===== config.mk =====
export PLATFORM = sky130hd
export DESIGN_NAME = mem_wr_arbiter
export DESIGN_NICKNAME = d
export VERILOG_FILES = /design/src/rtl/mem_agt_pkg.sv /design/src/rtl/rr_pick.sv /design/src/rtl/mem_wr_arbiter.sv
export SDC_FILE = /design/constraint.sdc
export NUM_CORES = 1
export LEC_CHECK = 0
export ABC_CLOCK_PERIOD_IN_PS = 1600
export BUFFER_PORTS_ARGS = -buffer_cell sky130_fd_sc_hd__buf_2
export CAP_MARGIN = 15
export CORE_MARGIN = 3
export CORE_UTILIZATION = 30
export DETAILED_ROUTE_END_ITERATION = 10
export PLACE_DENSITY = 0.66
export SYNTH_ARGS = -nofsm -noshare
export SYNTH_HDL_FRONTEND = slang
export SYNTH_SLANG_ARGS = --single-unit

===== constraint.sdc =====
create_clock -name clk -period 1.6 [get_ports clk]
set_input_delay 0.08 -clock clk [delete_from_list [all_inputs] [get_ports clk]]
set_output_delay 0.08 -clock clk [all_outputs]
set_load 0.005 [all_outputs]

===== src/rtl/mem_agt_pkg.sv =====
// Shared definitions for the memory write agent: FSM state encoding and
// the memory-bus address width.
package mem_agt_pkg;

  localparam int ADDR_W = 2;

  typedef logic [0:0] state_t;

  localparam state_t IDLE  = 1'b0;
  localparam state_t BURST = 1'b1;

endpackage


===== src/rtl/rr_pick.sv =====
// Round-robin picker: returns the first set bit of valid found by scanning
// upward from ptr and wrapping at NREQ. ptr is expected to be below NREQ.
module rr_pick #(
  parameter int NREQ = 4
) (
  input  logic [NREQ-1:0] valid,
  input  logic [1:0]      ptr,
  output logic [1:0]      index,
  output logic            found
);

  logic [2:0] cand;

  // Scan from the far end back toward ptr so the closest hit is written last.
  always_comb begin
    index = 2'd0;
    found = 1'b0;
    cand  = 3'd0;
    for (int k = NREQ - 1; k >= 0; k--) begin
      cand = {1'b0, ptr} + 3'(k);
      if (cand >= 3'(NREQ)) begin
        cand = cand - 3'(NREQ);
      end
      if (valid[cand[1:0]]) begin
        index = cand[1:0];
        found = 1'b1;
      end
    end
  end

endmodule


===== src/rtl/mem_wr_arbiter.sv =====
// Write-path arbiter: NREQ requesters share one memory bus. Ownership is
// granted per burst in round-robin order, and beats leave through a register.
//
// state | meaning
// IDLE  | no owner; arbitrate among valid requesters, req_ready all low
// BURST | owner streams beats until last or MAX_BURST beats have moved
module mem_wr_arbiter
  import mem_agt_pkg::*;
#(
  parameter int NREQ      = 4,
  parameter int BW        = 8,
  parameter int MAX_BURST = 4
) (
  input  logic                   clk,
  input  logic                   rst,
  input  logic [NREQ-1:0]        req_valid,
  input  logic [NREQ-1:0]        req_last,
  input  logic [NREQ*ADDR_W-1:0] req_addr,
  input  logic [NREQ*BW-1:0]     req_data,
  output logic [NREQ-1:0]        req_ready,
  output logic                   mem_valid,
  output logic [ADDR_W-1:0]      mem_addr,
  output logic [BW-1:0]          mem_data,
  input  logic                   mem_ready,
  output logic [1:0]             grant_id,
  output logic                   busy
);

  state_t            state;
  logic [1:0]        owner;
  logic [1:0]        rr_ptr;
  logic [3:0]        beat_cnt;
  logic [1:0]        pick_idx;
  logic              pick_found;
  logic              own_valid;
  logic              own_last;
  logic [ADDR_W-1:0] own_addr;
  logic [BW-1:0]     own_data;
  logic              bus_free;
  logic              beat_xfer;
  logic              burst_done;
  logic [1:0]        next_ptr;

  rr_pick #(.NREQ(NREQ)) u_pick (
    .valid (req_valid),
    .ptr   (rr_ptr),
    .index (pick_idx),
    .found (pick_found)
  );

  always_comb begin
    own_valid = 1'b0;
    own_last  = 1'b0;
    own_addr  = '0;
    own_data  = '0;
    for (int i = 0; i < NREQ; i++) begin
      if (owner == 2'(i)) begin
        own_valid = req_valid[i];
        own_last  = req_last[i];
        own_addr  = req_addr[i*ADDR_W +: ADDR_W];
        own_data  = req_data[i*BW +: BW];
      end
    end
  end

  // The output register can take a new beat when empty or draining this cycle.
  assign bus_free   = !mem_valid || mem_ready;
  assign beat_xfer  = (state == BURST) && own_valid && bus_free;
  assign burst_done = own_last || (beat_cnt + 4'd1 == 4'(MAX_BURST));
  assign next_ptr   = (owner == 2'(NREQ - 1)) ? 2'd0 : owner + 2'd1;

  always_comb begin
    req_ready = '0;
    for (int i = 0; i < NREQ; i++) begin
      if ((state == BURST) && (owner == 2'(i))) begin
        req_ready[i] = bus_free;
      end
    end
  end

  assign grant_id = owner;
  assign busy     = (state == BURST);

  always_ff @(posedge clk) begin
    if (rst) begin
      state     <= IDLE;
      owner     <= 2'd0;
      rr_ptr    <= 2'd0;
      beat_cnt  <= 4'd0;
      mem_valid <= 1'b0;
      mem_addr  <= '0;
      mem_data  <= '0;
    end else begin
      if (beat_xfer) begin
        mem_valid <= 1'b1;
        mem_addr  <= own_addr;
        mem_data  <= own_data;
      end else if (mem_ready) begin
        mem_valid <= 1'b0;
      end

      case (state)
        IDLE: begin
          if (pick_found) begin
            owner    <= pick_idx;
            beat_cnt <= 4'd0;
            state    <= BURST;
          end
        end
        BURST: begin
          if (beat_xfer) begin
            beat_cnt <= beat_cnt + 4'd1;
            if (burst_done) begin
              state  <= IDLE;
              rr_ptr <= next_ptr;
            end
          end
        end
        default: state <= IDLE;
      endcase
    end
  end

endmodule


==> reports/metrics.yaml <==
clock_tree:
  clock_sink_count: 20
  htree_levels: 1
  cts_root_buf: "sky130_fd_sc_hd__clkbuf_8"
  clkLatencyLatePin_ns: 0.26
  cts_buffer_depth: 2
  cts_inserted_buffers: 3
  cts-hold-fix-buffers: 0
  tritoncts: "built"
  clk_pin_slew_ns: 0.08
cells_and_area:
  final_layout_size_suffix_gt1_share_pct: 57.6
  insertedDiodeCount: 0
  flow.area_growth_from_synthesis_pct: 64.5
  multi_input_comb_area_um2: 1140
  layout_common_cells: "sky130_fd_sc_hd__buf_2 (68), sky130_fd_sc_hd__nor2_1 (21), sky130_fd_sc_hd__nor3_1 (18), sky130_fd_sc_hd__dfxtp_1 (18), sky130_fd_sc_hd__a211oi_2 (11)"
  design.final.nets: 301
  layout_commonest_cell: "sky130_fd_sc_hd__buf_2"
  layout.area.seq_um2: 408
  number_of_filler_instances_in_the_final_layout: 400
setup_path:
  worstPathMaxFanout: 4
  cpPeakStageDelay_ns: 0.40
  worst_path_max_delay_cell: "sky130_fd_sc_hd__dfxtp_4"
  critical_path.reg2reg.startpoint: "grant_id[1]$_SDFFE_PP0P_"
  critical_path.cell_chain: "inv_4 -> ha_4 -> nor2b_4 -> a22o_1 -> o31ai_4 -> a31oi_4 -> mux2_4"
  cp-end-kind: "flop"
  setup.worst_path.start_class: "flop"
  crit_path_start: "grant_id[1]$_SDFFE_PP0P_"
  critical_path_arrival_ns: 1.90
  cpLargestDelayFamily: "compound AO/OA/AOI/OAI gates"
  critPathKind: "flop to flop"
  timing.critical_path.buf_inv: 1
  timing.reg2reg.setup_slack_ns: -0.14
  worst-endpoint-required_ns: 1.76
place:
  io_buffer_count: 68
  dp_hpwl_um: 3190
  gpl.final_weighted_congestion: 0.846
global_route:
  wire_length_of_the_first_global_routing_pass_um: 7020
  globalRouteTotalUtil_pct: 16.8
  grt_remaining_overflow: 0
  number_of_global_route_vias_before_repair: 1526
  initial_antenna_violation_count: 0
  grt_start_max_net_pins: 23
floorplanning:
  chipHeight_um: 72.6
  pin_count: 69
  core_um2: 4140
  die_ar_um2: 5270
  fp.dieW_um: 72.6
  start_util_pct: 32.1
  placementRows: 23
logic_synthesis:
  yosysWarningCount: 0
  syn_avg_cell_area_um2: 8.06
  synthesis.area_um2: 1330
  netlist.top_cell.by_area: "sky130_fd_sc_hd__dfxtp_1"
  syn_inst: 165
  netlist-cell-type-count: 38
  synth_top_area_share_pct: 30.1
  synthesis.nets: 222
  synth_area_leaders: "sky130_fd_sc_hd__dfxtp_1 (30%), sky130_fd_sc_hd__nor3_1 (8.3%), sky130_fd_sc_hd__nor2_1 (6.8%)"
  ys_ff_latch: 20
  ys_seq_area_share_pct: 30.1
route:
  drt_first_iter_violations: 52
  totalWireLength_um: 4460
  post_drt_wl_per_cell_um: 15.2
  vias: 1564
  drcViolationCount: 0
  detail_route.vias_per_cell: 5.34
  ant_nets: 0
  detailedRoute.firstPassIterationCount: 4
timing:
  max-slew-margin-rel_pct: 67.7
  final_hold_violation_count: 0
  fin_crit_ns: 1.74
  grt_setup_unrepaired: "yes"
  fin_hold_ws_ns: 0.146
  setup_viol_count_final: 14
  timing.clock.skew_ns: 0.00415
  timing.fmax_mhz: 576
  post-route-period-util_pct: 109
  final_critical_path_setup_slack_ns: -0.137
  finalMaxSlewViolations: 0
  worst_pin_slew_ns: 0.482
power_and_ir_drop:
  power.combinational.fraction_pct: 37.0
  power.switching_mw: 0.526
  power_total_mw: 1.64
  p_leak_nw: 0.910
  clkPwrFrac_pct: 27.8
  vdd_drop_max_mv: 0.518
  internal_power_mw: 1.12
  power-per-cell-area_nw_per_um2: 751
  power.share.sequential_pct: 35.2
  p_sw_share_pct: 32.0
hold_path:
  source_of_the_worst_hold_timing_path: "req_data[31]"
  hold_class: "input port to flop"
job:
  timing.max_cap.violations: 0
run_status:
  failing_checks: "setup timing"
  status: "complete, but fails checks"
synthesized netlist by cell type:
cell                       instances
sky130_fd_sc_hd__or3_1             1
sky130_fd_sc_hd__nand4b_1          1
sky130_fd_sc_hd__a31oi_1           1
sky130_fd_sc_hd__a211oi_1         11
sky130_fd_sc_hd__a211oi_2          1
sky130_fd_sc_hd__clkbuf_1          7
sky130_fd_sc_hd__dfxtp_1          20
sky130_fd_sc_hd__o221ai_1          1
sky130_fd_sc_hd__nor2b_1           3
sky130_fd_sc_hd__nand3_1           3
sky130_fd_sc_hd__inv_1             3
sky130_fd_sc_hd__buf_2             1
sky130_fd_sc_hd__xor2_1            1
sky130_fd_sc_hd__a21oi_1           9
sky130_fd_sc_hd__buf_4             3
sky130_fd_sc_hd__mux2_4            1
sky130_fd_sc_hd__a221oi_1         10
sky130_fd_sc_hd__nor2_1           24
sky130_fd_sc_hd__o21a_1            1
sky130_fd_sc_hd__o21ai_0           3
sky130_fd_sc_hd__mux2i_1           2
sky130_fd_sc_hd__nor3_1           22
sky130_fd_sc_hd__a31oi_2           1
sky130_fd_sc_hd__o211ai_1          1
sky130_fd_sc_hd__inv_2             1
sky130_fd_sc_hd__o21ai_2           1
sky130_fd_sc_hd__o31ai_2           1
sky130_fd_sc_hd__a22o_1            1
sky130_fd_sc_hd__nor3b_1           1
sky130_fd_sc_hd__nand2b_1          5
sky130_fd_sc_hd__nand3b_1          3
sky130_fd_sc_hd__mux2_1            1
sky130_fd_sc_hd__nand3_4           1
sky130_fd_sc_hd__o311a_4           1
sky130_fd_sc_hd__and3_1            5
sky130_fd_sc_hd__nor4_2            1
sky130_fd_sc_hd__ha_1              6
sky130_fd_sc_hd__nand2_1           6
worst reg2reg max path, delay by kind of cell (launching register included):
kind	cells	cell delay, ns
AOI/OAI and AO/OA	3	0.59
adders and majority gates	1	0.16
buffers and inverters	1	0.06
DFF	1	0.40
muxes	1	0.31
and+or+nand+nor	1	0.12
power by group through the flow:
stage                     clock, mW  sequential (mW)  combinational, mW
after floorplan                   0            0.588              0.279
after global placement            0            0.584              0.483
after detailed placement          0            0.584              0.485
after CTS                     0.463            0.574              0.534
after global routing          0.484            0.584              0.666
final                         0.457            0.578              0.608
path summary, 6_finish.rpt:
path / end / depth (start not counted)
setup / recovery: rr_ptr[0]$_SDFFE_PP0P_ / 7
hold / removal: mem_data[7]$_SDFFE_PP0P_ / 3
setup reg to reg: rr_ptr[0]$_SDFFE_PP0P_ / 7
hold reg to reg: mem_data[2]$_SDFFE_PP0P_ / 2
cells by family after synthesis:
family                   synth area share, %
AO/OA/AOI/OAI                           25.3
XOR/XNOR                               0.659
adder cells (fa/ha/maj)                 5.64
buffers and inverters                   5.17
flip-flops                              30.1
multiplexers                            3.48
AND/OR/NAND/NOR                         29.6
stage by stage:
step	setup TNS [ns]	setup WS (ns)	utilization [%]	area (um^2)	std cells
floorplan	-0.515	-0.109	-	1410	165
global route	-2.20	-0.196	52.8	2190	293
global placement	-0.873	-0.127	45.0	1860	286
finish	-0.661	-0.137	52.8	2190	293
CTS	-0.934	-0.137	48.9	2020	293
detailed placement	-1.28	-0.153	45.0	1860	286
registers in the layout (all words and copies together), names as in the netlist:
register / count
mem_data: 8
beat_cnt: 4
grant_id: 2
mem_addr: 2
rr_ptr: 2
busy: 1
mem_valid: 1
routing by layer:
layer | GRT usage [%] | part of all wire (%) | wire, um
met3 | 5.23 | 7.5 | 335
met5 | 0 | 0 | 0
met4 | 3.07 | 1.1 | 47
met1 | 20.2 | 43 | 1900
met2 | 29.8 | 49 | 2180
cell type report:
type	count	area share, %
Inverter	4	0.915
Clock buffer	4	3.03
Timing Repair Buffer	84	22.2
Tap cell	50	2.86
Sequential cell	20	18.6
Multi-Input combinational cell	131	52.3
what timing repair did:
item	in CTS	in global routing
cloned	1	0
setup buffers	2	0
endpoints found under the setup margin	18	18
resized for setup	16	29
pin swaps	4	9
Power figures use the tool's default switching activity.
